`src/rtl/sram_bist.sv`:
```
// sram_bist: two-pass fill-and-verify test engine driving a 1R/1W synchronous
// SRAM controller front-end.
//
// Ports:
//   clk_i, rst_ni        clock (rising edge), asynchronous active-low reset
//   start_i              start a test; only honoured in IDLE or DONE
//   busy_o, done_o       test running / test finished (held until next start)
//   pass_o               valid with done_o: no data mismatch and no protocol error
//   err_count_o          saturating count of read data mismatches
//   first_err_valid_o    at least one mismatch seen
//   first_err_addr_o     address of the first mismatch
//   proto_err_o          sticky: an expected read response did not arrive
//   read_o/addr_o/wdata_o  request to the controller (read_o=0 means write)
//   read_valid_i/rdata_i   read response, LATENCY cycles after the request
module sram_bist #(
  parameter int unsigned        ADDR_W  = 14,
  parameter int unsigned        DATA_W  = 8,
  parameter logic [DATA_W-1:0]  SEED    = 8'hA5,
  parameter int unsigned        LATENCY = 2,
  parameter int unsigned        CNT_W   = 16
) (
  input  logic              clk_i,
  input  logic              rst_ni,
  input  logic              start_i,
  output logic              busy_o,
  output logic              done_o,
  output logic              pass_o,
  output logic [CNT_W-1:0]  err_count_o,
  output logic              first_err_valid_o,
  output logic [ADDR_W-1:0] first_err_addr_o,
  output logic              proto_err_o,
  output logic              read_o,
  output logic [ADDR_W-1:0] addr_o,
  output logic [DATA_W-1:0] wdata_o,
  input  logic              read_valid_i,
  input  logic [DATA_W-1:0] rdata_i
);

  localparam int unsigned EXT_W = ADDR_W + DATA_W;
  localparam int unsigned DRN_W = $clog2(LATENCY + 1);
  localparam int unsigned LAST  = LATENCY - 1;

  typedef enum logic [2:0] {
    S_IDLE, S_W0, S_R0, S_TURN, S_W1, S_R1, S_DRAIN, S_DONE
  } state_e;

  // P(a) = a[DATA_W-1:0] ^ (a >> DATA_W) ^ SEED, truncated to DATA_W
  function automatic logic [DATA_W-1:0] pat(input logic [ADDR_W-1:0] a);
    logic [EXT_W-1:0] ax;
    ax = EXT_W'(a);
    return DATA_W'(ax) ^ DATA_W'(ax >> DATA_W) ^ SEED;
  endfunction

  state_e              state_q;
  logic [ADDR_W-1:0]   addr_q;
  logic [ADDR_W-1:0]   addr_inc;
  logic [DATA_W-1:0]   wdata_q;
  logic                read_q;
  logic                busy_q;
  logic                done_q;
  logic                pass_q;
  logic [DRN_W-1:0]    drain_q;

  logic [CNT_W-1:0]    err_cnt_q,    err_cnt_d;
  logic                first_vld_q,  first_vld_d;
  logic [ADDR_W-1:0]   first_addr_q, first_addr_d;
  logic                proto_q,      proto_d;

  // Check pipe: index LAST is the stage whose response is due this cycle
  logic [LATENCY-1:0]             chk_q;
  logic [LATENCY-1:0][ADDR_W-1:0] paddr_q;
  logic [LATENCY-1:0][DATA_W-1:0] pexp_q;

  assign addr_inc = addr_q + 1'b1;

  // The request registers hold what is on the bus this cycle, so the pipe
  // captures them at the edge that ends the request cycle.
  always_ff @(posedge clk_i or negedge rst_ni) begin
    if (!rst_ni) begin
      chk_q   <= '0;
      paddr_q <= '0;
      pexp_q  <= '0;
    end else begin
      for (int unsigned i = LAST; i > 0; i--) begin
        chk_q[i]   <= chk_q[i-1];
        paddr_q[i] <= paddr_q[i-1];
        pexp_q[i]  <= pexp_q[i-1];
      end
      chk_q[0]   <= (state_q == S_R0) || (state_q == S_R1);
      paddr_q[0] <= addr_q;
      pexp_q[0]  <= (state_q == S_R1) ? ~pat(addr_q) : pat(addr_q);
    end
  end

  always_comb begin
    err_cnt_d    = err_cnt_q;
    first_vld_d  = first_vld_q;
    first_addr_d = first_addr_q;
    proto_d      = proto_q;
    if (chk_q[LAST]) begin
      if (!read_valid_i) begin
        proto_d = 1'b1;
      end else if (rdata_i != pexp_q[LAST]) begin
        if (err_cnt_q != '1) err_cnt_d = err_cnt_q + CNT_W'(1);
        if (!first_vld_q) begin
          first_vld_d  = 1'b1;
          first_addr_d = paddr_q[LAST];
        end
      end
    end
  end

  always_ff @(posedge clk_i or negedge rst_ni) begin
    if (!rst_ni) begin
      state_q      <= S_IDLE;
      addr_q       <= '0;
      wdata_q      <= '0;
      read_q       <= 1'b1;
      busy_q       <= 1'b0;
      done_q       <= 1'b0;
      pass_q       <= 1'b0;
      drain_q      <= '0;
      err_cnt_q    <= '0;
      first_vld_q  <= 1'b0;
      first_addr_q <= '0;
      proto_q      <= 1'b0;
    end else begin
      err_cnt_q    <= err_cnt_d;
      first_vld_q  <= first_vld_d;
      first_addr_q <= first_addr_d;
      proto_q      <= proto_d;
      unique case (state_q)
        S_IDLE, S_DONE: begin
          if (start_i) begin
            state_q      <= S_W0;
            addr_q       <= '0;
            read_q       <= 1'b0;
            wdata_q      <= pat('0);
            busy_q       <= 1'b1;
            done_q       <= 1'b0;
            pass_q       <= 1'b0;
            err_cnt_q    <= '0;
            first_vld_q  <= 1'b0;
            first_addr_q <= '0;
            proto_q      <= 1'b0;
          end
        end
        S_W0, S_W1: begin
          if (addr_q == '1) begin
            state_q <= (state_q == S_W0) ? S_R0 : S_R1;
            addr_q  <= '0;
            read_q  <= 1'b1;
            wdata_q <= '0;
          end else begin
            addr_q  <= addr_inc;
            wdata_q <= (state_q == S_W0) ? pat(addr_inc) : ~pat(addr_inc);
          end
        end
        S_R0, S_R1: begin
          if (addr_q == '1) begin
            state_q <= (state_q == S_R0) ? S_TURN : S_DRAIN;
            addr_q  <= '0;
            drain_q <= '0;
          end else begin
            addr_q <= addr_inc;
          end
        end
        S_TURN: begin
          state_q <= S_W1;
          read_q  <= 1'b0;
          wdata_q <= ~pat('0);
        end
        S_DRAIN: begin
          if (drain_q == DRN_W'(LAST)) begin
            state_q <= S_DONE;
            busy_q  <= 1'b0;
            done_q  <= 1'b1;
            // Final response is checked on this same edge, so use next values
            pass_q  <= (err_cnt_d == '0) && !proto_d;
          end else begin
            drain_q <= drain_q + 1'b1;
          end
        end
        default: state_q <= S_IDLE;
      endcase
    end
  end

  assign busy_o            = busy_q;
  assign done_o            = done_q;
  assign pass_o            = pass_q;
  assign err_count_o       = err_cnt_q;
  assign first_err_valid_o = first_vld_q;
  assign first_err_addr_o  = first_addr_q;
  assign proto_err_o       = proto_q;
  assign read_o            = read_q;
  assign addr_o            = addr_q;
  assign wdata_o           = wdata_q;

endmodule

```
`config.mk`:
```
export PLATFORM = sky130hd
export DESIGN_NAME = sram_bist
export DESIGN_NICKNAME = d
export VERILOG_FILES = /design/src/rtl/sram_bist.sv
export SDC_FILE = /design/constraint.sdc
export NUM_CORES = 1
export LEC_CHECK = 0
export ABC_AREA = 1
export CELL_PAD_IN_SITES_DETAIL_PLACEMENT = 1
export CELL_PAD_IN_SITES_GLOBAL_PLACEMENT = 2
export CORE_ASPECT_RATIO = 2
export CORE_MARGIN = 1.5
export CORE_UTILIZATION = 30
export CTS_BUF_LIST = sky130_fd_sc_hd__clkbuf_4
export DETAILED_ROUTE_END_ITERATION = 7
export HOLD_SLACK_MARGIN = 0.12
export PLACE_DENSITY = 0.7
export REMOVE_ABC_BUFFERS = 1
export SYNTH_ARGS = -nofsm -noshare
export SYNTH_HDL_FRONTEND = slang
export SYNTH_SLANG_ARGS = --single-unit
```
`constraint.sdc`:
```
create_clock -name clk_i -period 2.3 [get_ports clk_i]
set_input_delay 0.345 -clock clk_i [delete_from_list [all_inputs] [get_ports clk_i]]
set_output_delay 0.345 -clock clk_i [all_outputs]
set_load 0.02 [all_outputs]
```
==> results.txt <==
----------------------------------------------------
[Status]
  Outcome ... finished clean

[Pwr]
  P_leak ... about 3.1 nW
  IR drop worst, VDD ... 640 uV
  Power density of the placed cells ... 1150 nW/um^2

[Yosys]
  Distinct cell type count of the synthesized netlist ... 36
  Dominant synthesized flop cell ... sky130_fd_sc_hd__dfrtp_1
  Number of warnings reported in the yosys synthesis log ... 0
  Syn Inst Count ... 573
  Synth Area per Inst ... 8.90 sq um
  Proportion of synthesized flip-flops having asynchronous set or reset ... 1.00
  EDFF count, synth ... 0
  Post-Syn Area ... 5100 sq um
  Sequential share of the synthesized area ... 0.535
  Synth Register Bits ... 109

[Die]
  Effective utilization at floorplan ... 0.306
  Die height ... 187 microns
  Full die area ... 17800 sq um
  Total core area ... 16700 sq um
  Cell row count ... 67
  Num ports ... 70
  Width of the die ... about 95 microns

[STA]
  Final min period ... 2.15 ns
  Worst max-slew margin expressed relative to the limit ... 0.611
  Clock tree skew after final layout ... between 0.03 and 0.04 ns
  Max Freq ... between 400 and 500 MHz
  Slew at the pin with the worst max-slew slack ... 0.584 ns
  Number of failing setup endpoints in the final timing report ... 0
  Unrepaired setup endpoints after global routing ... no
  Smallest setup slack after layout ... 0.152 ns
  Share of the cycle needed by the critical path after routing ... 0.934
  Number of hold-slack violations in the final timing report ... 0
  Fin. max-slew vios ... 0

[Finish]
  Layout Nets ... 685
  Most frequent cells in the layout ... sky130_fd_sc_hd__nand2_1, sky130_fd_sc_hd__dfrtp_1, sky130_fd_sc_hd__inv_1
  Post-Layout Inst Area ... 6360 sq um
  Number of filler cells placed in the layout ... 1945
  Post-route core utilization ... 0.381
  Synth-to-Final Area Change ... 24.6%
  Share of cells above drive strength 1 ... 0.118
  Area of the multi-input gates ... roughly 2000 sq um
  Most common library cell in the layout ignoring fill and taps ... sky130_fd_sc_hd__nand2_1
  Sequential cell area ... 2730 sq um

[Setup path]
  Worst setup path startpoint ... addr_o[13]$_DFFE_PN0P_
  Buffers & Inverters on Critical Path ... 1
  Highest-delay cell along the critical path ... sky130_fd_sc_hd__clkdlybuf4s50_1
  Cell count of the worst reg-to-reg path ... 10
  Reg-to-Reg Start ... state_q[1]$_DFFE_PN0P_
  Maximum net fanout on the critical path ... 6
  Element type at the critical path start ... flop
  Data required time of the critical path ... 1.96 ns
  Worst Path Arrival ... 1.80 ns
  Cell Chain, Critical Path ... clkdlybuf4s50_1
  Family with the most delay on the worst path ... buffers and inverters
  Maximum cell stage delay along the critical path ... 0.68 ns
  Cell depth of the worst setup path ... 1
  Crit path capture type ... output pin
  Start-to-end type of the worst setup path ... reg -> out

[Flow run]
  Number of max-cap violations ... 0

[CTS]
  Worst-Skew Late Latency ... 0.50 ns
  Number of clock sinks ... 109
  Post-CTS clock slew at the launch and capture registers of the worst setup and hold paths ... 0.20 ns
  TritonCTS clock tree ... yes
  Root Driver ... sky130_fd_sc_hd__clkbuf_4
  Worst-case clock buffer depth ... 2
  CTS H-tree lvls ... 3
  Count of buffers added by post-CTS timing repair for setup ... 0
  Number of buffers added by the clock tree synthesis step ... 9

[Routing]
  Vias per cell ... 4.67
  Drt total wl ... 14400 microns
  Detailed-route via count ... 4104
  Antenna Violating Nets Remaining ... 0
  Post-DR wirelength/cell ... 16.4 microns
  DRT iter0 DRCs ... between 100 and 150
  Post-route DRC ... 0
  Pre-Repair DR Iteration Count ... 4

[Min path]
  Worst Hold Class ... in -> async

[Global routing]
  Number of global-route vias before repair ... 4570
  Number of antenna violations at the first check in global routing ... 1
  Maximum number of pins on one net before global-route repair ... 44
  GRT overflow ... 0
  Total Routing Usage GR ... 0.176
  First-pass GRT wire length ... 23600 microns

[Place]
  Post-DP HPWL ... 11400 microns
  Final RePlAce weighted congestion ... 0.815
  Buffers on Ports ... 69
  Setup WS pre-CTS ... -0.136 ns
  Total cell area at the placement stage ... 6200 sq um

----------------------------------------------------
## cell usage after synthesis, drive strengths merged, types with 2 or more instances
cell | count | area, sq um
nand2 | 133 | 524
dfrtp | 108 | 2700
inv | 89 | 337
nor2 | 54 | 264
a21oi | 37 | 189
o21ai | 36 | 180
nand3 | 30 | 185
xor2 | 24 | 210
nand4 | 16 | 115
xnor2 | 13 | 114
buf | 8 | 41.3
ha | 7 | 87.6
o22ai | 4 | 25.0
nor3 | 3 | 15.0
a32o | 2 | 20.0
nand3b | 2 | 15.0
o31ai | 2 | 15.0
## worst paths after layout
| check | end | slack [ns] |
|---|---|---|
| max | addr_o[13] | 0.15 |
| min | first_err_addr_o[11]$_DFF_PN0_ | 0.36 |
| max reg2reg | addr_o[6]$_DFFE_PN0P_ | 0.23 |
| min reg2reg | paddr_q[19]$_DFF_PN0_ | 0.36 |
| max in group asynchronous | err_count_o[9]$_DFF_PN0_ | 1.28 |
| min in group clk_i | paddr_q[19]$_DFF_PN0_ | 0.36 |
## cells by family (layout without fill, tap and decap cells)
kind of cell | Yosys count | in the layout | synth area share
AND/OR/NAND/NOR | 239 | 239 | 0.220
flip-flops | 109 | 109 | 0.535
buffers and inverters | 98 | 196 | 0.0748
AO/OA/AOI/OAI | 83 | 83 | 0.0893
XOR/XNOR | 37 | 37 | 0.0635
adder cells (fa/ha/maj) | 7 | 7 | 0.0172
other | 0 | 1 | 0
## stage by stage
step	hold WS, ns	cells	setup TNS [ns]	power (mW)
6_report	0.360	879	0	7.30
2_1_floorplan	0.0494	565	0	4.86
3_5_place_dp	0.336	861	-0.136	6.42
4_1_cts	0.342	878	0	7.44
5_1_grt	0.372	879	0	7.91
3_3_place_gp	0.331	861	-0.108	6.31
## report_power, final
group | switching [mW] | internal (mW)
clock network | 0.735 | 0.262
registers | 0.355 | 2.47
logic | 2.16 | 1.32
## metal layers
layer,vias up,wire [microns],global-route usage
li1,1994,-,-
met1,2025,5050,0.171
met2,64,8480,0.343
met3,21,379,0.0276
met4,0,464,0.0815
met5,-,0,0
## state kept, by name, indices dropped and copies added (netlist names), 2 cells and up
register and count:
drain_q 2, pexp_q 16, addr_o 14, err_count_o 16
wdata_o 8, first_err_addr_o 14, chk_q 2, state_q 3
paddr_q 28
## layout make-up
cell class,instances,share of cell area
antenna,1,0.000394
clock buffer,9,0.0106
sequential,109,0.429
multi-input combinational,366,0.314
timing repair buffer,90,0.139
clock inverter,7,0.0118
tap,207,0.0407
inverter,90,0.0535
## timing repair
action,in CTS,in global routing
resized for setup,0,2
endpoints found under the hold margin,40,0
setup endpoints to repair,0,1
hold buffers,1,0
(Power assumes the default switching activity.)
